==> config.mk <==
export PLATFORM = sky130hd
export DESIGN_NAME = sm4_key_expand
export DESIGN_NICKNAME = d
export VERILOG_FILES = /design/src/rtl/sm4_pkg.sv /design/src/rtl/sm4_sbox.sv /design/src/rtl/sm4_key_expand.sv
export SDC_FILE = /design/constraint.sdc
export NUM_CORES = 2
export LEC_CHECK = 0
export BUFFER_PORTS_ARGS = -buffer_cell sky130_fd_sc_hd__clkbuf_2
export CAP_MARGIN = 20
export CELL_PAD_IN_SITES_DETAIL_PLACEMENT = 1
export CELL_PAD_IN_SITES_GLOBAL_PLACEMENT = 2
export CORE_ASPECT_RATIO = 1.5
export CORE_MARGIN = 2
export CORE_UTILIZATION = 43
export CTS_BUF_LIST = sky130_fd_sc_hd__clkbuf_4 sky130_fd_sc_hd__clkbuf_8
export CTS_CLUSTER_DIAMETER = 40
export DETAILED_ROUTE_END_ITERATION = 8
export PLACE_DENSITY_LB_ADDON = 0.15
export SLEW_MARGIN = 20
export SYNTH_ARGS = -nofsm -noshare
export SYNTH_HDL_FRONTEND = slang
export SYNTH_SLANG_ARGS = --single-unit
==> constraint.sdc <==
create_clock -name clk -period 6.4 [get_ports clk]
set_input_delay 1.28 -clock clk [delete_from_list [all_inputs] [get_ports clk]]
set_output_delay 1.28 -clock clk [all_outputs]
set_load 0.01 [all_outputs]
==> src/rtl/sm4_pkg.sv <==
`default_nettype none
// +-----------------------------------------------------------------------------+
// | Module      : sm4_pkg                                                       |
// | Description : Shared SM4 constants and helpers: FK system parameters, CK    |
// |               round constants, 32-bit rotate, the key-schedule linear       |
// |               transform L' and the data-path transform L, and the           |
// |               key-expansion state encoding.                                 |
// | Ports       : none (package)                                                |
// | Revision    : 1.0  initial release                                          |
// +-----------------------------------------------------------------------------+
package sm4_pkg;

   localparam int C_ROUNDS = 32;

   // System parameters XORed into the user key before expansion.
   localparam logic [31:0] C_FK [0:3] = '{
      32'hA3B1BAC6, 32'h56AA3350, 32'h677D9197, 32'hB27022DC
   };

   // Round constants: byte j of CK[i] is (4i+j)*7 mod 256, MSB first.
   localparam logic [31:0] C_CK [0:31] = '{
      32'h00070E15, 32'h1C232A31, 32'h383F464D, 32'h545B6269,
      32'h70777E85, 32'h8C939AA1, 32'hA8AFB6BD, 32'hC4CBD2D9,
      32'hE0E7EEF5, 32'hFC030A11, 32'h181F262D, 32'h343B4249,
      32'h50575E65, 32'h6C737A81, 32'h888F969D, 32'hA4ABB2B9,
      32'hC0C7CED5, 32'hDCE3EAF1, 32'hF8FF060D, 32'h141B2229,
      32'h30373E45, 32'h4C535A61, 32'h686F767D, 32'h848B9299,
      32'hA0A7AEB5, 32'hBCC3CAD1, 32'hD8DFE6ED, 32'hF4FB0209,
      32'h10171E25, 32'h2C333A41, 32'h484F565D, 32'h646B7279
   };

   typedef enum logic [0:0] {
      IDLE = 1'b0,
      RUN  = 1'b1
   } state_t;

   function automatic logic [31:0] rotl32(input logic [31:0] x, input int unsigned n);
      return (x << n) | (x >> (32 - n));
   endfunction

   // Key-schedule linear transform L'(B) = B ^ (B<<<13) ^ (B<<<23).
   function automatic logic [31:0] l_key(input logic [31:0] b);
      return b ^ rotl32(b, 13) ^ rotl32(b, 23);
   endfunction

   // Round-datapath linear transform, kept here so both blocks share one source.
   function automatic logic [31:0] l_data(input logic [31:0] b);
      return b ^ rotl32(b, 2) ^ rotl32(b, 10) ^ rotl32(b, 18) ^ rotl32(b, 24);
   endfunction

endpackage
`default_nettype wire

==> src/rtl/sm4_sbox.sv <==
`default_nettype none
// +-----------------------------------------------------------------------------+
// | Module      : sm4_sbox                                                      |
// | Description : 8-bit combinational SM4 S-box lookup.                         |
// | Ports       : i_byte [7:0]  input byte                                      |
// |               o_byte [7:0]  substituted byte                                |
// | Revision    : 1.0  initial release                                          |
// +-----------------------------------------------------------------------------+
module sm4_sbox (
   input  logic [7:0] i_byte,
   output logic [7:0] o_byte
);

   localparam logic [7:0] C_SBOX [0:255] = '{
      8'hD6,8'h90,8'hE9,8'hFE,8'hCC,8'hE1,8'h3D,8'hB7,8'h16,8'hB6,8'h14,8'hC2,8'h28,8'hFB,8'h2C,8'h05,
      8'h2B,8'h67,8'h9A,8'h76,8'h2A,8'hBE,8'h04,8'hC3,8'hAA,8'h44,8'h13,8'h26,8'h49,8'h86,8'h06,8'h99,
      8'h9C,8'h42,8'h50,8'hF4,8'h91,8'hEF,8'h98,8'h7A,8'h33,8'h54,8'h0B,8'h43,8'hED,8'hCF,8'hAC,8'h62,
      8'hE4,8'hB3,8'h1C,8'hA9,8'hC9,8'h08,8'hE8,8'h95,8'h80,8'hDF,8'h94,8'hFA,8'h75,8'h8F,8'h3F,8'hA6,
      8'h47,8'h07,8'hA7,8'hFC,8'hF3,8'h73,8'h17,8'hBA,8'h83,8'h59,8'h3C,8'h19,8'hE6,8'h85,8'h4F,8'hA8,
      8'h68,8'h6B,8'h81,8'hB2,8'h71,8'h64,8'hDA,8'h8B,8'hF8,8'hEB,8'h0F,8'h4B,8'h70,8'h56,8'h9D,8'h35,
      8'h1E,8'h24,8'h0E,8'h5E,8'h63,8'h58,8'hD1,8'hA2,8'h25,8'h22,8'h7C,8'h3B,8'h01,8'h21,8'h78,8'h87,
      8'hD4,8'h00,8'h46,8'h57,8'h9F,8'hD3,8'h27,8'h52,8'h4C,8'h36,8'h02,8'hE7,8'hA0,8'hC4,8'hC8,8'h9E,
      8'hEA,8'hBF,8'h8A,8'hD2,8'h40,8'hC7,8'h38,8'hB5,8'hA3,8'hF7,8'hF2,8'hCE,8'hF9,8'h61,8'h15,8'hA1,
      8'hE0,8'hAE,8'h5D,8'hA4,8'h9B,8'h34,8'h1A,8'h55,8'hAD,8'h93,8'h32,8'h30,8'hF5,8'h8C,8'hB1,8'hE3,
      8'h1D,8'hF6,8'hE2,8'h2E,8'h82,8'h66,8'hCA,8'h60,8'hC0,8'h29,8'h23,8'hAB,8'h0D,8'h53,8'h4E,8'h6F,
      8'hD5,8'hDB,8'h37,8'h45,8'hDE,8'hFD,8'h8E,8'h2F,8'h03,8'hFF,8'h6A,8'h72,8'h6D,8'h6C,8'h5B,8'h51,
      8'h8D,8'h1B,8'hAF,8'h92,8'hBB,8'hDD,8'hBC,8'h7F,8'h11,8'hD9,8'h5C,8'h41,8'h1F,8'h10,8'h5A,8'hD8,
      8'h0A,8'hC1,8'h31,8'h88,8'hA5,8'hCD,8'h7B,8'hBD,8'h2D,8'h74,8'hD0,8'h12,8'hB8,8'hE5,8'hB4,8'hB0,
      8'h89,8'h69,8'h97,8'h4A,8'h0C,8'h96,8'h77,8'h7E,8'h65,8'hB9,8'hF1,8'h09,8'hC5,8'h6E,8'hC6,8'h84,
      8'h18,8'hF0,8'h7D,8'hEC,8'h3A,8'hDC,8'h4D,8'h20,8'h79,8'hEE,8'h5F,8'h3E,8'hD7,8'hCB,8'h39,8'h48
   };

   assign o_byte = C_SBOX[i_byte];

endmodule
`default_nettype wire

==> src/rtl/sm4_key_expand.sv <==
`default_nettype none
// +-----------------------------------------------------------------------------+
// | Module      : sm4_key_expand                                                |
// | Description : Iterative SM4 key schedule. Captures a 128-bit key on start,  |
// |               derives rk[0..31] at one per clock into a flop register file  |
// |               and serves them combinationally in encrypt or decrypt order.  |
// | Ports       : clk, rst_n        clock / async active-low reset              |
// |               start, key[127:0] expansion request and user key (MK0 = MSW)  |
// |               busy, done        expansion running / 1-cycle completion      |
// |               key_valid         register file holds a full schedule         |
// |               rd_mode, rd_idx   1 = rk[idx], 0 = rk[31-idx]                 |
// |               rk[31:0]          selected round key                          |
// | Revision    : 1.0  initial release                                          |
// +-----------------------------------------------------------------------------+
module sm4_key_expand (
   input  logic         clk,
   input  logic         rst_n,
   input  logic         start,
   input  logic [127:0] key,
   output logic         busy,
   output logic         done,
   output logic         key_valid,
   input  logic         rd_mode,
   input  logic [4:0]   rd_idx,
   output logic [31:0]  rk
);

   import sm4_pkg::*;

   state_t      r_state;
   logic [4:0]  r_cnt;
   logic [31:0] r_k0, r_k1, r_k2, r_k3;
   logic [31:0] r_rk [0:C_ROUNDS-1];
   logic        r_done;
   logic        r_key_valid;

   logic [31:0] w_t;
   logic [31:0] w_tau;
   logic [31:0] w_new;
   logic [4:0]  w_rd_addr;

   // One round of the schedule: new = K0 ^ L'(tau(K1^K2^K3^CK[cnt])).
   assign w_t = r_k1 ^ r_k2 ^ r_k3 ^ C_CK[r_cnt];

   generate
      for (genvar gi = 0; gi < 4; gi++) begin : g_sbox
         sm4_sbox u_sbox (
            .i_byte (w_t[8*gi +: 8]),
            .o_byte (w_tau[8*gi +: 8])
         );
      end
   endgenerate

   assign w_new = r_k0 ^ l_key(w_tau);

   always_ff @(posedge clk or negedge rst_n) begin
      if (!rst_n) begin
         r_state     <= IDLE;
         r_cnt       <= 5'd0;
         r_k0        <= 32'd0;
         r_k1        <= 32'd0;
         r_k2        <= 32'd0;
         r_k3        <= 32'd0;
         r_done      <= 1'b0;
         r_key_valid <= 1'b0;
         for (int i = 0; i < C_ROUNDS; i++) begin
            r_rk[i] <= 32'd0;
         end
      end else begin
         r_done <= 1'b0;
         case (r_state)
            IDLE: begin
               if (start) begin
                  r_k0        <= key[127:96] ^ C_FK[0];
                  r_k1        <= key[95:64]  ^ C_FK[1];
                  r_k2        <= key[63:32]  ^ C_FK[2];
                  r_k3        <= key[31:0]   ^ C_FK[3];
                  r_cnt       <= 5'd0;
                  r_key_valid <= 1'b0;
                  r_state     <= RUN;
               end
            end
            RUN: begin
               r_rk[r_cnt] <= w_new;
               r_k0        <= r_k1;
               r_k1        <= r_k2;
               r_k2        <= r_k3;
               r_k3        <= w_new;
               r_cnt       <= r_cnt + 5'd1;
               if (r_cnt == 5'd31) begin
                  r_done      <= 1'b1;
                  r_key_valid <= 1'b1;
                  r_state     <= IDLE;
               end
            end
            default: r_state <= IDLE;
         endcase
      end
   end

   // For a 5-bit index, 31 - idx is simply the bitwise complement.
   assign w_rd_addr = rd_mode ? rd_idx : ~rd_idx;
   assign rk        = r_rk[w_rd_addr];

   assign busy      = (r_state == RUN);
   assign done      = r_done;
   assign key_valid = r_key_valid;

endmodule
`default_nettype wire

# --- Word-level counts from Yosys, hierarchy flattened ---
# Memory sizes are Yosys's and may differ from the RTL's.
# Index checks and enable logic that the tools add are counted.
classes:
  n_eq_ne: 3
  n_lt_le_gt_ge: 7
  reduce_logical: 2
  add_sub_neg: 1
  n_mux: 35
  bitwise_logic: 20
ops:
  columns: ["operator", "count"]
  rows:
  - ["$bwmux W1024", 1]
  - ["$mux W32", 9]
  - ["$pmux W32 S2", 4]
  - ["$xor A32 B32 Y32", 6]
  - ["$bmux W32 S5", 1]
  - ["$demux W32 S5", 1]
  - ["$mux W8", 8]
  - ["$ge A9 B9 Y1 const B", 4]
  - ["$not A8 Y9", 4]
  - ["$or A32 B13 Y32", 1]
  - ["$or A32 B23 Y32", 1]
  - ["$not A14 Y14", 2]
  - ["$not A19 Y19", 1]
  - ["$not A17 Y17", 1]
  - ["$ge A6 B6 Y1 const B", 2]
  - ["$not A5 Y6", 2]
  - ["$mux W5", 2]
  - ["$pmux W5 S2", 1]
  - ["$lt A6 B1 Y1 const B", 1]
  - ["$mux W1", 6]
  - ["$add A5 B1 Y5 const B", 1]
  - ["$eq A5 B5 Y1 const B", 1]
  - ["$not A5 Y5", 1]
  - ["$pmux W1 S2", 2]
  - ["other kinds (5)", 5]
totals:
  rom_bits: 9216
  word_cells: 113
  mem_count: 5
  input_bits: 137
  register_bits: 1160
  out_inout_bits: 35
mem_list:
  columns: ["memory", "words", "width", "rd", "rd_ports_with_merged_regs", "wr", "line_no", "text"]
  rows:
  - ["(no name shown)", 256, 8, 1, 0, 0, "sm4_sbox.sv:33", "assign o_byte = C_SBOX[i_byte];"]
  - ["(no name shown)", 256, 8, 1, 0, 0, "sm4_sbox.sv:33", null]
  - ["(no name shown)", 256, 8, 1, 0, 0, "sm4_sbox.sv:33", null]
  - ["(no name shown)", 256, 8, 1, 0, 0, "sm4_sbox.sv:33", null]
  - ["(no name shown)", 32, 32, 1, 0, 0, "sm4_key_expand.sv:43", "assign w_t = r_k1 ^ r_k2 ^ r_k3 ^ C_CK[r_cnt];"]

# --- Depth between registers and ports, before layout ---
depth:
  depth_word: 14
  mapped_depth: 20
  ltp_nobuf: 14

# --- Hierarchy ---
# Synthesis repeated with hierarchy kept, for this count alone.
unflattened:
  cells_unflattened: 8084
  area_unflattened_um2: 73986.0
modules_own_cells:
  columns: ["module", "area_per_inst_um2", "n_inst", "cells_per_inst", "seq_area_each_um2"]
  rows:
  - ["sm4_key_expand", 60613.1, 1, 5928, 29027.8]
  - ["sm4_sbox", 3343.2, 4, 539, 0.0]

# --- Worst setup path before layout ---
# No wires, ideal clock.
synth_path:
  kind: "in2out"
  start: "in rd_mode"
  end: "out rk[10]"
  stages: 7
  path_buffers: 3
  arrival_ns: 4.096
  path_slack_ns: 1.024
  required_ns: 5.120
  cell_sequence: "clkbuf_1 > xor2_1 > buf_1 > buf_1 > mux4_2 > mux4_2 > mux2_2"
synth_via:
  elab_chain_len: 5
synth_lines:
  columns: ["element", "line_no", "text"]
  rows:
  - ["start: declaration", "sm4_key_expand.sv:23", "input logic rd_mode,"]
  - ["$mux W5", "sm4_key_expand.sv:102", "assign w_rd_addr = rd_mode ? rd_idx : ~rd_idx;"]
  - ["$not A5 Y6 (implied by the code)", "sm4_key_expand.sv:103", "assign rk = r_rk[w_rd_addr];"]
  - ["$bmux W32 S5", "sm4_key_expand.sv:103", null]
  - ["$mux W32 (implied by the code) (2 in series)", "sm4_key_expand.sv:103", null]
  - ["end: declaration", "sm4_key_expand.sv:25", "output logic [31:0] rk"]
# Every way passes these cells. The select of a mux whose other input is x is not followed.

# --- Final worst setup path ---
layout_path:
  start: "reg r_cnt[1]"
  end: "reg r_rk[838] (netlist bit)"
layout_via:
  elab_chain_len: 14
  elab_cells_between_ends: 28
  classes_between: "order compare (2); mux (11); bitwise (10); reduce/logical (1); memory (4)"
layout_lines:
  columns: ["element", "line_no", "text"]
  rows:
  - ["start: declaration", "sm4_key_expand.sv:31", "logic [4:0] r_cnt;"]
  - ["start signal: assignment", "sm4_key_expand.sv:89", "r_cnt <= r_cnt + 5'd1;"]
  - ["$not A5 Y6 (implied by the code) (*)", "sm4_key_expand.sv:43, sm4_key_expand.sv:84", null]
  - ["$mem_v2 Z32 W32", null, null]
  - ["$mux W32 (implied by the code) (2 in series)", "sm4_key_expand.sv:43", null]
  - ["$xor A32 B32 Y32", "sm4_key_expand.sv:43", null]
  - ["$not A8 Y9 (implied by the code)", "sm4_sbox.sv:33", null]
  - ["$mem_v2 Z256 W8", null, null]
  - ["$mux W8 (implied by the code) (2 in series)", "sm4_sbox.sv:33", null]
  - ["$or A32 B13 Y32", "sm4_pkg.sv:38", "return (x << n) | (x >> (32 - n));"]
  - ["$xor A32 B32 Y32 (2 in series)", "sm4_pkg.sv:43", "return b ^ rotl32(b, 13) ^ rotl32(b, 23);"]
  - ["$xor A32 B32 Y32", "sm4_key_expand.sv:54", "assign w_new = r_k0 ^ l_key(w_tau);"]
  - ["$bwmux W1024 (*)", "sm4_key_expand.sv:84", "r_rk[r_cnt] <= w_new;"]
  - ["end signal: indexed assignment", "sm4_key_expand.sv:84", null]
  - ["end: declaration", "sm4_key_expand.sv:33", "logic [31:0] r_rk [0:C_ROUNDS-1];"]
# Every way passes the cells marked *; elsewhere a longest branch is shown, timed or not. The select of a mux whose other input is x is not followed.
# A chain may end at the register's enable or synchronous reset.

==> results.cfg <==
[run_status]
status = complete, no violations

[setup_path]
startpoint_type = register
path_max_fanout = 33
crit_arrival_ns = 6.53
critical_path_class = register to register
required_ns = 7.11
critPathCaptureType = register

[layout]
stdcell_area_mm2 = 0.0750
fill_cells = 17300
nets = 7058
drive_gt1_share_pct = 20.9
area_delta_synth_final_pct = 12.4

[routing]
vias_per_cell = 6.34
ant_nets = 0
drt_first_pass_iters = 5
post-route-drc-count = 0
totalWireLength_um = 273000
routedWlPerCell_um = 30.1
vias = 57500
drt-initial-drc-count = 5150

[sta]
setup_viol = 0
finalSetupTns_ns = 0
drv_slew = 0
max_freq_ghz = 0.172
hold_ws_ns = 0.352
hold_viol = 0
rsz0062_at_grt = no
period_share_pct = 90.8
slew_headroom_pct = 21.7
min_period_ns = 5.81
finalClockSkew_ns = 0.0701
tightest_slew_ns = 1.17

[clock_network]
clk_pin_slew_ns = 0.07
cts_tree = built
h-tree-depth = 4
insertion_delay_ns = 0.95
root_buffer = clkbuf_8
cts_buffers = 186
cts.sinks = 1160
ctsHoldBuffers = 0
postCtsSetupRepairBufs = 0
clock_path_buffers = 3
post_cts_resized = 0

[synthesis]
syn_avg_cell_area_um2 = 9.68
synth_top_flop_cell = dfrtp_1
synth_area_leaders = dfrtp_1 (43%), mux4_2 (11%), nand2_1 (8.4%)
ys_warn_count = 0
synthesis.area_mm2 = 0.0668
synth_seq_cells = 1160
yosysTopAreaCell = dfrtp_1
syn-instance-count = 6894
syn_nets = 7089
seq_area_frac_synth_pct = 43.5
synthDominantCellAreaShare_pct = 43.5
ys_types = 98
synth_edf_count = 0
async_flop_share_pct = 100

[placement]
place_area_mm2 = 0.0709
hpwl_um = 175000
place_congestion = 1.02
portBuffers = 171

[floorplan]
core_mm2 = 0.155
die-area_mm2 = 0.158
rows = 177
ioPinCount = 172
die_h_um = 487
start_util_pct = 43.2
fp.dieW_um = 326

[global_route]
grt_pass1_wl_um = 408000
grt.overflow.total = 0
gr-usage-all-layers_pct = 34.3
grt_max_degree = 165
antenna_found_initial = 11
grt_pass1_vias = 61100

[worst_hold_path]
min_path_type = primary input to async pin

[run]
cap_violations = 0
[worst max-delay path, stage by stage, from the launching register on]
cell and delay (ns):
dfrtp_1 0.38, inv_1 0.23, ha_1 0.46, xnor2_4 0.40
xor2_4 0.61, buf_4 0.50, nand2_1 0.13, buf_4 0.19
a311oi_1 0.31, a311oi_1 0.10, o21ai_0 0.48, nand3_1 0.52
xnor2_1 0.34, xnor2_1 0.13, xnor2_2 0.33, buf_12 0.23
o21ai_0 0.14
[cells by family (layout without fill, tap and decap cells)]
| group | after synthesis | in the layout | share of synthesized area (%) |
|---|---|---|---|
| and+or+nand+nor | 2070 | 2070 | 12.8 |
| AOI/OAI and AO/OA | 1999 | 1999 | 18.0 |
| DFF | 1160 | 1160 | 43.5 |
| buffers and inverters | 760 | 870 | 5.12 |
| muxes | 629 | 629 | 16.0 |
| xor gates and xnor gates | 216 | 216 | 3.53 |
| adders and majority gates | 60 | 60 | 1.12 |
| other | 0 | 3 | 0 |
[layer usage]
metal	GRT usage (%)	routed length (µm)
met1	42.4	107000
met2	56.6	131000
met3	5.18	16000
met4	21.4	18900
met5	0	43
[layout by cell type, fill, tap and decap left out, types with 18 or more instances in the layout]
master    instances
o21ai_1         106
a211oi_1         72
clkinv_2         22
nand3_1          80
clkbuf_2        169
a21oi_1         210
o211ai_1         66
clkbuf_4         43
nor2_1          249
inv_1            64
o21ai_0        1063
o21ai_2          29
dfrtp_1        1159
xnor2_2          44
nand2_4          28
xor2_1           41
mux2_2          158
and2_1           18
o22ai_1          40
a221oi_1         38
nor3_1           91
mux4_2          336
xnor2_1          89
buf_4           231
nand2_1        1461
o221ai_1         38
buf_12           65
ha_1             58
a311oi_1         41
a31oi_1          55
nor2b_1          21
clkbuf_8        243
o311ai_0         29
mux2i_1         134
nand4_1          19
o31ai_1          24
[metrics by stage]
step                std cells  worst slack [ns]  util [%]
floorplan                6894              1.02         -
global placement         8731             0.773      45.9
detailed placement       8732             0.762      45.9
CTS                      9061             0.747      48.5
global route             9064             0.465      48.5
finish                   9065             0.587      48.5
[Yosys cell counts, types with 14 or more instances]
library cell and count:
nand2_1 1489, dfrtp_1 1160, o21ai_0 1064, clkbuf_1 435
mux4_2 336, nor2_1 249, a21oi_1 210, mux2_2 158
mux2i_1 134, buf_2 128, xnor2_1 117, o21ai_1 105
nor3_1 92, nand3_1 84, a211oi_1 72, o211ai_1 66
inv_1 65, ha_1 58, xor2_1 56, a31oi_1 55
a311oi_1 41, buf_1 41, o22ai_1 40, a221oi_1 38
o221ai_1 38, buf_4 34, buf_6 34, o21ai_2 29
o311ai_0 29, o31ai_1 24, xnor2_2 22, nor2b_1 21
nand4_1 19, and2_1 18, a22oi_1 16, and3_1 16
clkbuf_2 16, nand2b_1 16, o2111ai_1 16, a21o_1 15
a32oi_1 15, a2111oi_0 14
[final timing paths]
| check | cells past startpoint | endpoint | start | slack (ns) |
|---|---|---|---|---|
| setup / recovery | 16 | r_rk[838]$_DFFE_PN0P_ | r_cnt[1]$_DFFE_PN0P_ | 0.59 |
| hold / removal | 1 | r_rk[127]$_DFFE_PN0P_ | rst_n | 0.35 |
| setup reg to reg | 16 | r_rk[838]$_DFFE_PN0P_ | r_cnt[1]$_DFFE_PN0P_ | 0.59 |
| hold reg to reg | 2 | r_rk[260]$_DFFE_PN0P_ | r_rk[260]$_DFFE_PN0P_ | 0.47 |
| max in group asynchronous | 3 | r_rk[32]$_DFFE_PN0P_ | rst_n | 4.37 |
| min in group clk | 2 | r_rk[260]$_DFFE_PN0P_ | r_rk[260]$_DFFE_PN0P_ | 0.47 |
[area by class of cell]
type | instances | area (µm²) | area share, %
tap | 2058 | 2570 | 3.43
sequential | 1160 | 29000 | 38.7
multi-input combinational | 4974 | 35100 | 46.8
clock buffer | 285 | 3650 | 4.87
inverter | 72 | 270 | 0.360
clock inverter | 44 | 454 | 0.605
antenna | 3 | 7.51 | 0.0100
timing repair buffer | 469 | 3930 | 5.24
[state kept, by name, summed over array words and instances (netlist names)]
signal / count
r_k2: 32
busy: 1
key_valid: 1
r_rk: 1024
r_k0: 32
r_cnt: 5
r_k1: 32
done: 1
r_k3: 32
Power is not shown: default switching activity piles up to over one toggle a cycle in this logic, so the estimate is an artifact.
